==> src/rtl/uart_rx_core.sv <==
// uart_rx_core: 8N1 UART receiver with baud-select driven bit timing.
// The rx pin is synchronized, each bit is sampled at mid-period, and a
// completed frame is reported with a one-cycle rx_done (good stop bit) or
// rx_err (stop bit low) strobe.
module uart_rx_core #(
    parameter int DATA_BITS   = 8,
    parameter int SYNC_STAGES = 2
) (
    input  logic                 clk,
    input  logic                 rst,
    input  logic [16:0]          baud,
    input  logic                 rx,
    output logic [DATA_BITS-1:0] rx_data,
    output logic                 rx_done,
    output logic                 rx_err,
    output logic                 busy
);

    // 14 bits hold the longest bit period (10416 clocks at 4800 baud).
    localparam int CNT_W = 14;
    localparam int BIT_W = $clog2(DATA_BITS + 1);

    typedef enum logic [2:0] {
        ST_IDLE,
        ST_START,
        ST_DATA,
        ST_STOP,
        ST_BREAK
    } state_t;

    logic [SYNC_STAGES-1:0] r_sync;
    logic                   w_rx_s;
    logic [CNT_W-1:0]       w_period;
    logic [CNT_W-1:0]       w_half;

    state_t                 r_state;
    logic [CNT_W-1:0]       r_cnt;
    logic [CNT_W-1:0]       r_period;
    logic [BIT_W-1:0]       r_bit_idx;
    logic [DATA_BITS-1:0]   r_shift;
    logic [DATA_BITS-1:0]   r_rx_data;
    logic                   r_rx_done;
    logic                   r_rx_err;
    logic                   r_busy;

    // Input synchronizer; flops reset to the idle (high) line level so a
    // reset never looks like a start bit.
    always_ff @(posedge clk or posedge rst) begin
        if (rst) begin
            r_sync <= '1;
        end else begin
            r_sync <= {r_sync[SYNC_STAGES-2:0], rx};
        end
    end

    assign w_rx_s = r_sync[SYNC_STAGES-1];

    // Baud select to bit period in clocks; unknown rates fall back to 9600.
    always_comb begin
        w_period = 14'd5208;
        case (baud)
            17'd4800:  w_period = 14'd10416;
            17'd9600:  w_period = 14'd5208;
            17'd14400: w_period = 14'd3472;
            17'd19200: w_period = 14'd2604;
            17'd38400: w_period = 14'd1302;
            17'd57600: w_period = 14'd868;
            default:   w_period = 14'd5208;
        endcase
    end

    // Half period is taken from the latched period so a mid-frame baud
    // change cannot disturb the frame in progress.
    assign w_half = r_period >> 1;

    // Receive FSM with registered data, strobes and busy flag.
    always_ff @(posedge clk or posedge rst) begin
        if (rst) begin
            r_state   <= ST_IDLE;
            r_cnt     <= '0;
            r_period  <= '0;
            r_bit_idx <= '0;
            r_shift   <= '0;
            r_rx_data <= '0;
            r_rx_done <= 1'b0;
            r_rx_err  <= 1'b0;
            r_busy    <= 1'b0;
        end else begin
            r_rx_done <= 1'b0;
            r_rx_err  <= 1'b0;
            case (r_state)
                ST_IDLE: begin
                    if (!w_rx_s) begin
                        r_state  <= ST_START;
                        r_cnt    <= '0;
                        r_period <= w_period;
                        r_busy   <= 1'b1;
                    end
                end
                ST_START: begin
                    if (r_cnt == w_half - 14'd1) begin
                        r_cnt     <= '0;
                        r_bit_idx <= '0;
                        if (!w_rx_s) begin
                            r_state <= ST_DATA;
                        end else begin
                            // Line went back high before mid start bit: glitch.
                            r_state <= ST_IDLE;
                            r_busy  <= 1'b0;
                        end
                    end else begin
                        r_cnt <= r_cnt + 14'd1;
                    end
                end
                ST_DATA: begin
                    if (r_cnt == r_period - 14'd1) begin
                        r_cnt     <= '0;
                        r_shift   <= {w_rx_s, r_shift[DATA_BITS-1:1]};
                        r_bit_idx <= r_bit_idx + 1'b1;
                        if (r_bit_idx == BIT_W'(DATA_BITS - 1)) begin
                            r_state <= ST_STOP;
                        end
                    end else begin
                        r_cnt <= r_cnt + 14'd1;
                    end
                end
                ST_STOP: begin
                    if (r_cnt == r_period - 14'd1) begin
                        r_cnt <= '0;
                        if (w_rx_s) begin
                            r_rx_data <= r_shift;
                            r_rx_done <= 1'b1;
                            r_state   <= ST_IDLE;
                            r_busy    <= 1'b0;
                        end else begin
                            r_rx_err <= 1'b1;
                            r_state  <= ST_BREAK;
                        end
                    end else begin
                        r_cnt <= r_cnt + 14'd1;
                    end
                end
                ST_BREAK: begin
                    // Wait out a held-low line so it is not taken as a new start.
                    if (w_rx_s) begin
                        r_state <= ST_IDLE;
                        r_busy  <= 1'b0;
                    end
                end
                default: begin
                    r_state <= ST_IDLE;
                    r_busy  <= 1'b0;
                end
            endcase
        end
    end

    assign rx_data = r_rx_data;
    assign rx_done = r_rx_done;
    assign rx_err  = r_rx_err;
    assign busy    = r_busy;

endmodule

==> config.mk <==
export PLATFORM = sky130hd
export DESIGN_NAME = uart_rx_core
export DESIGN_NICKNAME = d
export VERILOG_FILES = /design/src/rtl/uart_rx_core.sv
export SDC_FILE = /design/constraint.sdc
export NUM_CORES = 1
export LEC_CHECK = 0
export CAP_MARGIN = 30
export CORE_MARGIN = 8
export CORE_UTILIZATION = 40
export CTS_BUF_LIST = sky130_fd_sc_hd__clkbuf_4 sky130_fd_sc_hd__clkbuf_8 sky130_fd_sc_hd__clkbuf_16
export DETAILED_ROUTE_END_ITERATION = 10
export MAX_ROUTING_LAYER = met4
export SLEW_MARGIN = 0
export SYNTH_ARGS = -nofsm -noshare
export SYNTH_HDL_FRONTEND = slang
export SYNTH_SLANG_ARGS = --single-unit
==> constraint.sdc <==
create_clock -name clk -period 4.8 [get_ports clk]
set_input_delay 0.96 -clock clk [delete_from_list [all_inputs] [get_ports clk]]
set_output_delay 0.96 -clock clk [all_outputs]
set_load 0.01 [all_outputs]
==> impl_summary.log, run 1 <==
INFO  metric cp_num_buf_inv = 1
INFO  metric number_of_global_route_vias_before_repair = 3,069
INFO  metric crit_path_launch_type = flip-flop
INFO  metric design.final.nets = 466
INFO  metric placeableCoreArea = 9020 um2
INFO  metric input_output_buffers = 30
INFO  metric setup.worst_path.class = reg2reg
INFO  metric io_pins = 31
INFO  metric busiest_layer = met2
INFO  metric xor_xnor_cell_area_share_of_the_yosys_netlist = 6.25%
INFO  metric synth_nets = 455
INFO  metric yosysWarningCount = 0
INFO  metric synth_top_family_by_area = simple AND/OR/NAND/NOR gates
INFO  metric horiz_die_dim = 111 um
INFO  metric insertedDiodeCount = 0
INFO  metric drt-total-wl = approximately 9000 um
INFO  metric slowest_delay = approximately 730 ps
INFO  metric timing_hold_violations_final = 0
INFO  metric floorplan.die_area = roughly 12,000 um2
INFO  metric p_sw_share = 23.5%
INFO  metric fin_worst_skew = 8.61 ps
INFO  metric drt_iter0_drc = 167
INFO  metric placed_cells_incl_taps = 547
INFO  metric hold_path.class = reg2reg
INFO  metric power = 0.770 mW
INFO  metric crit_path_max_fanout = 8
INFO  metric groute.layer.met1.usage = between 10% and 20%
INFO  metric cts_tree = yes
INFO  metric worst_ep_required_time = 5010 ps
INFO  metric via_to_cell_ratio = 5.72
INFO  metric fmaxAchievable = 0.276 GHz
INFO  metric drt-wirelength-per-cell = 16.2 um
INFO  metric final.fill_count = 893
INFO  metric synth-compound-area-share = 16.9%
INFO  metric power.static_leakage = 1.64 nW
INFO  metric htree_num_levels = 2
INFO  metric path_cells = inv_1, ha_1, nor4b_1, a31oi_1, nor4b_1, nand4_1, nor3_2, nand2_2, nor3_4, mux2_2
INFO  metric area_growth_syn_to_layout = 12.5%
INFO  metric crit_arrival = 3830 ps
INFO  metric groute.layer.met2.usage = 23.6%
INFO  metric result_of_the_run = completed
INFO  metric clock_sinks = 55
INFO  metric cts_buffers = 5
INFO  metric syn_area_cell = 8.43 um2
INFO  metric synthCells = 432
INFO  metric final_cells = 555
INFO  metric post_synth_num_cell_types = 63
INFO  metric antenna_violating_nets_post_route = 0
INFO  metric synth.cell_area = about 3600 um2
INFO  metric antenna_found_initial = 0
INFO  metric p_sw = between 0.15 and 0.2 mW
INFO  metric max-vdd-ir-drop = 0.132 mV
INFO  metric power.combinational.fraction = 4.1%
INFO  metric dp_hpwl = 7020 um
INFO  metric grt_first_pass_wirelength = roughly 15,000 um
INFO  metric cts_setup_buffers = 0
INFO  metric timing.final.ws_setup = 1180 ps
INFO  metric synth-seq-area-share = between 30 and 40%
INFO  metric layout_worst_path_cycle_share = 75.5%
INFO  metric ys_seq_elements = 55
INFO  metric post_cts.resized_instances = 0
INFO  metric layout-drive-gt1-share = 10.4%
INFO  metric vias = 3,173
INFO  metric placement.setup.worst_slack = 1190 ps
INFO  metric final_core_util = 45.4%
INFO  metric count_of_pins_over_their_slew_limit = 0
INFO  metric power_density = 188 nW/um2
INFO  metric part_of_the_power_in_registers = 60.5%
INFO  metric clkLatencyLatePin = 310 ps
INFO  metric placed_cell_area = about 4000 um2
INFO  metric critical_path_sink_type = flip-flop
INFO  metric cts_hold_buf = 0
INFO  metric tightest_slew = 1020 ps
INFO  metric largest_net_degree_at_the_start_of_global_routing = 35
INFO  metric overflow = 0
INFO  metric max-clock-path-buffers = 2
INFO  metric final_setup_violation_count = 0
INFO  metric min_period = ~3600 ps
INFO  metric cts-root-buf = sky130_fd_sc_hd__clkbuf_8
INFO  metric cp_top_family = simple AND/OR/NAND/NOR gates
INFO  metric sum_of_negative_setup_slack = 0 ps
INFO  metric number_of_enable_flip_flop_cells_after_synthesis = 0
INFO  metric max-slew-margin-rel = 31.4%
INFO  metric post_synth_and_or_nand_nor_area_fraction = between 20% and 30%
INFO  metric grt_use_total = 14.8%
INFO  metric globalplace.congestion = 0.903
INFO  metric async_reset_ff_share = 100%
INFO  metric drc = 0
INFO  metric clockPowerShare = 35.4%
INFO  metric timing.max_cap.violations = 0
INFO  metric synth_top_flop_cell = sky130_fd_sc_hd__dfrtp_1
INFO  metric adder_cell_fraction_of_synth_area = roughly 1.0%
INFO  metric gr-usage-met3 = 2.04%
INFO  metric chipHeight = 111 um
INFO  metric std_cell_rows = 35
INFO  metric crit_path_frequent_cell = sky130_fd_sc_hd__nor4b_1
INFO  metric power.internal = 0.589 mW
INFO  metric worst_setup_hold_path_clk_slew = 110 ps
INFO  metric start_util = ~40%
INFO  metric stdcell_area = between 4000 and 5000 um2
INFO  metric slowest_stage = sky130_fd_sc_hd__nor4b_1
INFO  metric post_synth_mux_area_share = 6.04%
INFO  metric final.hold.worst_slack = 364 ps
INFO  metric drt_first_pass_iters = 4
INFO  metric grt_setup_unrepaired = false
power by group through the flow:
| stage | logic [mW] | registers, mW | clock network, mW |
|---|---|---|---|
| finish | 0.0314 | 0.466 | 0.272 |
| global route | 0.0353 | 0.466 | 0.299 |
| CTS | 0.0325 | 0.466 | 0.284 |
| detailed placement | 0.0324 | 0.475 | 0 |
| global placement | 0.0317 | 0.475 | 0 |
| floorplan | 0.0121 | 0.474 | 0 |
flip-flops by register name, indices dropped and copies added, names as in the netlist:
register and count:
r_state 3, r_period 13, rx_done 1, rx_err 1, r_shift 8, r_sync 2
rx_data 8, r_cnt 14, r_bit_idx 4, busy 1
kinds of logic (layout without fill, tap and decap cells):
logic type | Yosys count | in the layout
and+or+nand+nor | 189 | 189
adders and majority gates | 3 | 3
muxes | 20 | 20
xor gates and xnor gates | 26 | 26
DFF | 55 | 55
buffers and inverters | 44 | 56
AOI/OAI and AO/OA | 95 | 95
per-layer routing:
metal  share of wire, %  vias to the layer above
li1                   -                     1563
met2                 47                       99
met4                1.6                        0
met3                4.0                        8
met1                 47                     1503
met5                  0                        -
placed cells by master, fill, tap and decap left out, drive strengths merged, types with 12 or more instances in the layout:
cell and count:
xnor2 16, nand3 12, dfrtp 53, a21oi 17
nand2 56, clkdlybuf4s50 30, nor3 17, o211ai 12
o21ai 28, nor2 40, inv 15, mux2 16
worst paths after layout:
check / slack (ps) / startpoint / depth (start not counted) / end
setup / recovery: 1180 / r_period[1] / 10 / rx_data[0]
hold / removal: 360 / r_sync[0] / 0 / r_sync[1]
setup reg to reg: 1180 / r_period[1] / 10 / rx_data[0]
hold reg to reg: 360 / r_sync[0] / 0 / r_sync[1]
max in group asynchronous: 2930 / rst / 3 / r_sync[1]
min in group asynchronous: 1070 / rst / 2 / r_shift[6]
synthesized netlist by cell type, types with 2 or more instances:
cell                        count  area, um2
sky130_fd_sc_hd__nand2b_1       7       43.8
sky130_fd_sc_hd__or4_1          3       22.5
sky130_fd_sc_hd__clkbuf_1      25       93.8
sky130_fd_sc_hd__dfstp_2        2       52.6
sky130_fd_sc_hd__o21a_1         2       15.0
sky130_fd_sc_hd__nand2_1       55        206
sky130_fd_sc_hd__nor4_1         8       50.1
sky130_fd_sc_hd__xnor2_1       16        140
sky130_fd_sc_hd__or3_1          4       25.0
sky130_fd_sc_hd__xor2_1        10       87.6
sky130_fd_sc_hd__a21oi_1       17       85.1
sky130_fd_sc_hd__a31oi_1        3       18.8
sky130_fd_sc_hd__o22ai_1        4       25.0
sky130_fd_sc_hd__nand4_1        5       31.3
sky130_fd_sc_hd__buf_1          2       7.51
sky130_fd_sc_hd__nor4b_1        3       26.3
sky130_fd_sc_hd__nand4b_1       2       17.5
sky130_fd_sc_hd__nand3_1       12       60.1
sky130_fd_sc_hd__buf_2          3       15.0
sky130_fd_sc_hd__dfrtp_1       53       1330
sky130_fd_sc_hd__inv_1         14       52.6
sky130_fd_sc_hd__o21ai_0       27        135
sky130_fd_sc_hd__nor4bb_1       2       20.0
sky130_fd_sc_hd__nand3b_1       2       15.0
sky130_fd_sc_hd__mux2i_1        4       40.0
sky130_fd_sc_hd__and3_1         3       18.8
sky130_fd_sc_hd__o221ai_1       3       26.3
sky130_fd_sc_hd__a2111oi_0      2       17.5
sky130_fd_sc_hd__mux2_2        16        180
sky130_fd_sc_hd__nor3b_1        2       15.0
sky130_fd_sc_hd__o211ai_1      12       90.1
sky130_fd_sc_hd__a21o_1         4       30.0
sky130_fd_sc_hd__o31ai_1        5       37.5
sky130_fd_sc_hd__nor3_1        15       75.1
sky130_fd_sc_hd__a211oi_1       3       22.5
sky130_fd_sc_hd__nor2b_1       10       62.6
sky130_fd_sc_hd__or2_2          6       37.5
sky130_fd_sc_hd__nor2_1        39        146
sky130_fd_sc_hd__ha_1           3       37.5
worst reg2reg max path, delay by kind of cell (launching register included):
| kind | cells | cell delay, ps |
|---|---|---|
| fa+ha+maj | 1 | 270 |
| flops | 1 | 470 |
| simple gates | 6 | 2060 |
| buf+inv | 1 | 110 |
| compound gates | 1 | 230 |
| mux | 1 | 380 |
layout make-up:
cell class                      instances  area, um2  share of cell area (%)
Clock buffer                            5       68.8                    1.68
Clock inverter                          3       27.5                   0.672
Inverter                               14       52.6                    1.28
Multi-Input combinational cell        333       2100                    51.3
Sequential cell                        55       1380                    33.6
Tap cell                              111        139                    3.39
Timing Repair Buffer                   34        330                    8.06
Power figures use the tool's default switching activity.
==> run 2: changes to the inputs <==
==> constraint.sdc (replaced) <==
create_clock -name clk -period 3.5 [get_ports clk]
set_input_delay 0.7 -clock clk [delete_from_list [all_inputs] [get_ports clk]]
set_output_delay 0.7 -clock clk [all_outputs]
set_load 0.01 [all_outputs]
==> run 2 against run 1 <==
Net effect: final area increased by 2.6%; first-iteration DRC count increased by 28%; utilization increased by 1.2 points; critical path type unchanged; critical endpoint is now rx_data[4]; largest cell class unchanged; cell count increased by 2.2%; register-to-register slack got worse by 1000 ps; global-route usage increased by 0.24 points.
==> impl_summary.log, run 2 (synthesis gave the netlist of run 1 again) <==
INFO  metric drt_iter0_drc = 213
INFO  metric final.fill_count = about 870
INFO  metric horiz_die_dim = 111 um
INFO  metric max-clock-path-buffers = 2
INFO  metric start_util = 40.4%
INFO  metric groute.layer.met2.usage = 24.3%
INFO  metric layout_worst_path_cycle_share = 94.8%
INFO  metric final_setup_violation_count = 0
INFO  metric layout-drive-gt1-share = 12.7%
INFO  metric power_density = about 250 nW/um2
INFO  metric overflow = 0
INFO  metric design.final.nets = 478
INFO  metric slowest_stage = sky130_fd_sc_hd__or4b_4
INFO  metric register_bank_with_the_most_flops = r_cnt
INFO  metric gr-usage-met3 = under 10%
INFO  metric input_output_buffers = 30
INFO  metric grt_setup_unrepaired = false
INFO  metric drt-wirelength-per-cell = approximately 16 um
INFO  metric area_growth_syn_to_layout = 15.4%
INFO  metric timing_hold_violations_final = 0
INFO  metric clock_sinks = 55
INFO  metric floorplan.die_area = 12,400 um2
INFO  metric insertedDiodeCount = 0
INFO  metric fmaxAchievable = 0.301 GHz
INFO  metric result_of_the_run = completed
INFO  metric hold_path.class = reg2reg
INFO  metric dp_hpwl = 6990 um
INFO  metric max-slew-margin-rel = 68.2%
INFO  metric via_to_cell_ratio = 5.69
INFO  metric path_cells = inv_1, ha_1, or4b_4, or4_4, xnor2_1, o211ai_1, nor3_2, nand2_2, nor3_4, buf_12, mux2_2
INFO  metric cts_tree = yes
INFO  metric io_pins = 31
INFO  metric drt_first_pass_iters = 4
INFO  metric cts_hold_buf = 0
INFO  metric largest_net_degree_at_the_start_of_global_routing = 38
INFO  metric busiest_layer = met2
INFO  metric critical_path_sink_type = flip-flop
INFO  metric antenna_found_initial = 0
INFO  metric sum_of_negative_setup_slack = 0 ps
INFO  metric slowest_delay = 490 ps
INFO  metric grt_first_pass_wirelength = 15,500 um
INFO  metric htree_num_levels = 2
INFO  metric grt_use_total = approximately 15%
INFO  metric largest_registers = r_cnt: 14 flops, r_period: 13 flops
INFO  metric antenna_violating_nets_post_route = 0
INFO  metric placeableCoreArea = 9020 um2
INFO  metric min_period = 3320 ps
INFO  metric clkLatencyLatePin = roughly 310 ps
INFO  metric placement.setup.worst_slack = 163 ps
INFO  metric max-vdd-ir-drop = 0.198 mV
INFO  metric timing.final.ws_setup = 181 ps
INFO  metric drt-total-wl = slightly below 9000 um
INFO  metric crit_arrival = roughly 3500 ps
INFO  metric cts-root-buf = sky130_fd_sc_hd__clkbuf_8
INFO  metric largest_register_ff_count = 14
INFO  metric worst_setup_hold_path_clk_slew = 110 ps
INFO  metric vias = 3,225
INFO  metric chipHeight = 111 um
INFO  metric fin_worst_skew = 9.84 ps
INFO  metric drc = 0
INFO  metric tightest_slew = 473 ps
INFO  metric layout_common_cells = sky130_fd_sc_hd__nand2_1, sky130_fd_sc_hd__dfrtp_1, sky130_fd_sc_hd__nor2_1, sky130_fd_sc_hd__clkdlybuf4s50_1, sky130_fd_sc_hd__o21ai_0
INFO  metric crit_path_max_fanout = 8
INFO  metric groute.layer.met1.usage = 19.2%
INFO  metric count_of_pins_over_their_slew_limit = 0
INFO  metric globalplace.congestion = slightly below 1
INFO  metric mostFrequentLayoutCell = sky130_fd_sc_hd__nand2_1
INFO  metric setup.worst_path.class = reg2reg
INFO  metric timing.max_cap.violations = 0
INFO  metric std_cell_rows = 35
INFO  metric hold_path_depth = 0
INFO  metric cts_buffers = 5
INFO  metric crit_path_launch_type = flip-flop
INFO  metric power.static_leakage = 1.71 nW
INFO  metric worst_ep_required_time = 3710 ps
INFO  metric reg2reg_depth = 11
INFO  metric number_of_global_route_vias_before_repair = 3,184
[run 2: cell types whose count changed in the layout (fill, tap and decap cells not counted), sizes merged]
cell      previous run  this run
buf                  4        16
clkinvlp             1         0
inv                 15        16
[run 2: cell type report]
type / instances / area (um2) / share of cell area (%)
flip-flops and latches: 55 / 1380 / 32.8
multi-input cells: 333 / 2100 / 50.0
well taps: 111 / 139 / 3.30
inverters: 14 / 52.6 / 1.25
clock inverters: 3 / 31.3 / 0.744
clock buffers: 5 / 68.8 / 1.64
repair buffers: 46 / 433 / 10.3
[run 2: timing repair]
item,CTS,global route
endpoints found under the setup margin,0,3
setup buffers,0,1
hold endpoints to repair,0,0
resized for setup,0,0
[run 2: layer usage]
metal  routed length [um]  part of all wire [%]  vias to the layer above
met5                    0                     0                        -
met4                  159                   1.8                        0
met3                  298                   3.3                        8
met2                 4170                    47                       71
met1                 4320                    48                     1555
li1                     -                     -                     1591
[run 2: worst max-delay path: cells and delay by family, from the launching register on]
kind | cells | cell delay, ps
DFF | 1 | 440
and+or+nand+nor | 5 | 1670
buffers and inverters | 2 | 240
adders and majority gates | 1 | 150
AOI/OAI and AO/OA | 1 | 170
muxes | 1 | 330
xor gates and xnor gates | 1 | 220
[run 2: power breakdown]
part / switching (mW) / internal [mW] / total [mW] / leakage [nW]
combinational: 0.0205 / 0.0228 / 0.0433 / 0.937
clock: 0.228 / 0.153 / 0.381 / 0.0522
sequential: 0.00193 / 0.637 / 0.639 / 0.715
total: 0.251 / 0.813 / 1.06 / 1.71
[run 2: metrics by stage]
stage | hold WS, ps | utilization [%] | total power, mW | instance area, um2 | instances
finish | 363 | 46.6 | 1.06 | 4210 | 567
detailed placement | 347 | 45.3 | 0.696 | 4090 | 558
global route | 367 | 46.6 | 1.11 | 4210 | 567
global placement | 346 | 45.3 | 0.695 | 4090 | 558
floorplan | 345 | - | 0.666 | 3640 | 432
CTS | 365 | 46.4 | 1.08 | 4190 | 566
[run 2: worst paths after layout]
| path | from | to | slack, ps |
|---|---|---|---|
| max in group asynchronous | rst | r_cnt[2] | 2000 |
| min in group asynchronous | rst | r_shift[6] | 670 |
| hold reg to reg | r_sync[0] | r_sync[1] | 360 |
| setup reg to reg | r_period[2] | rx_data[4] | 180 |
| hold / removal | r_sync[0] | r_sync[1] | 360 |
| setup / recovery | r_period[2] | rx_data[4] | 180 |
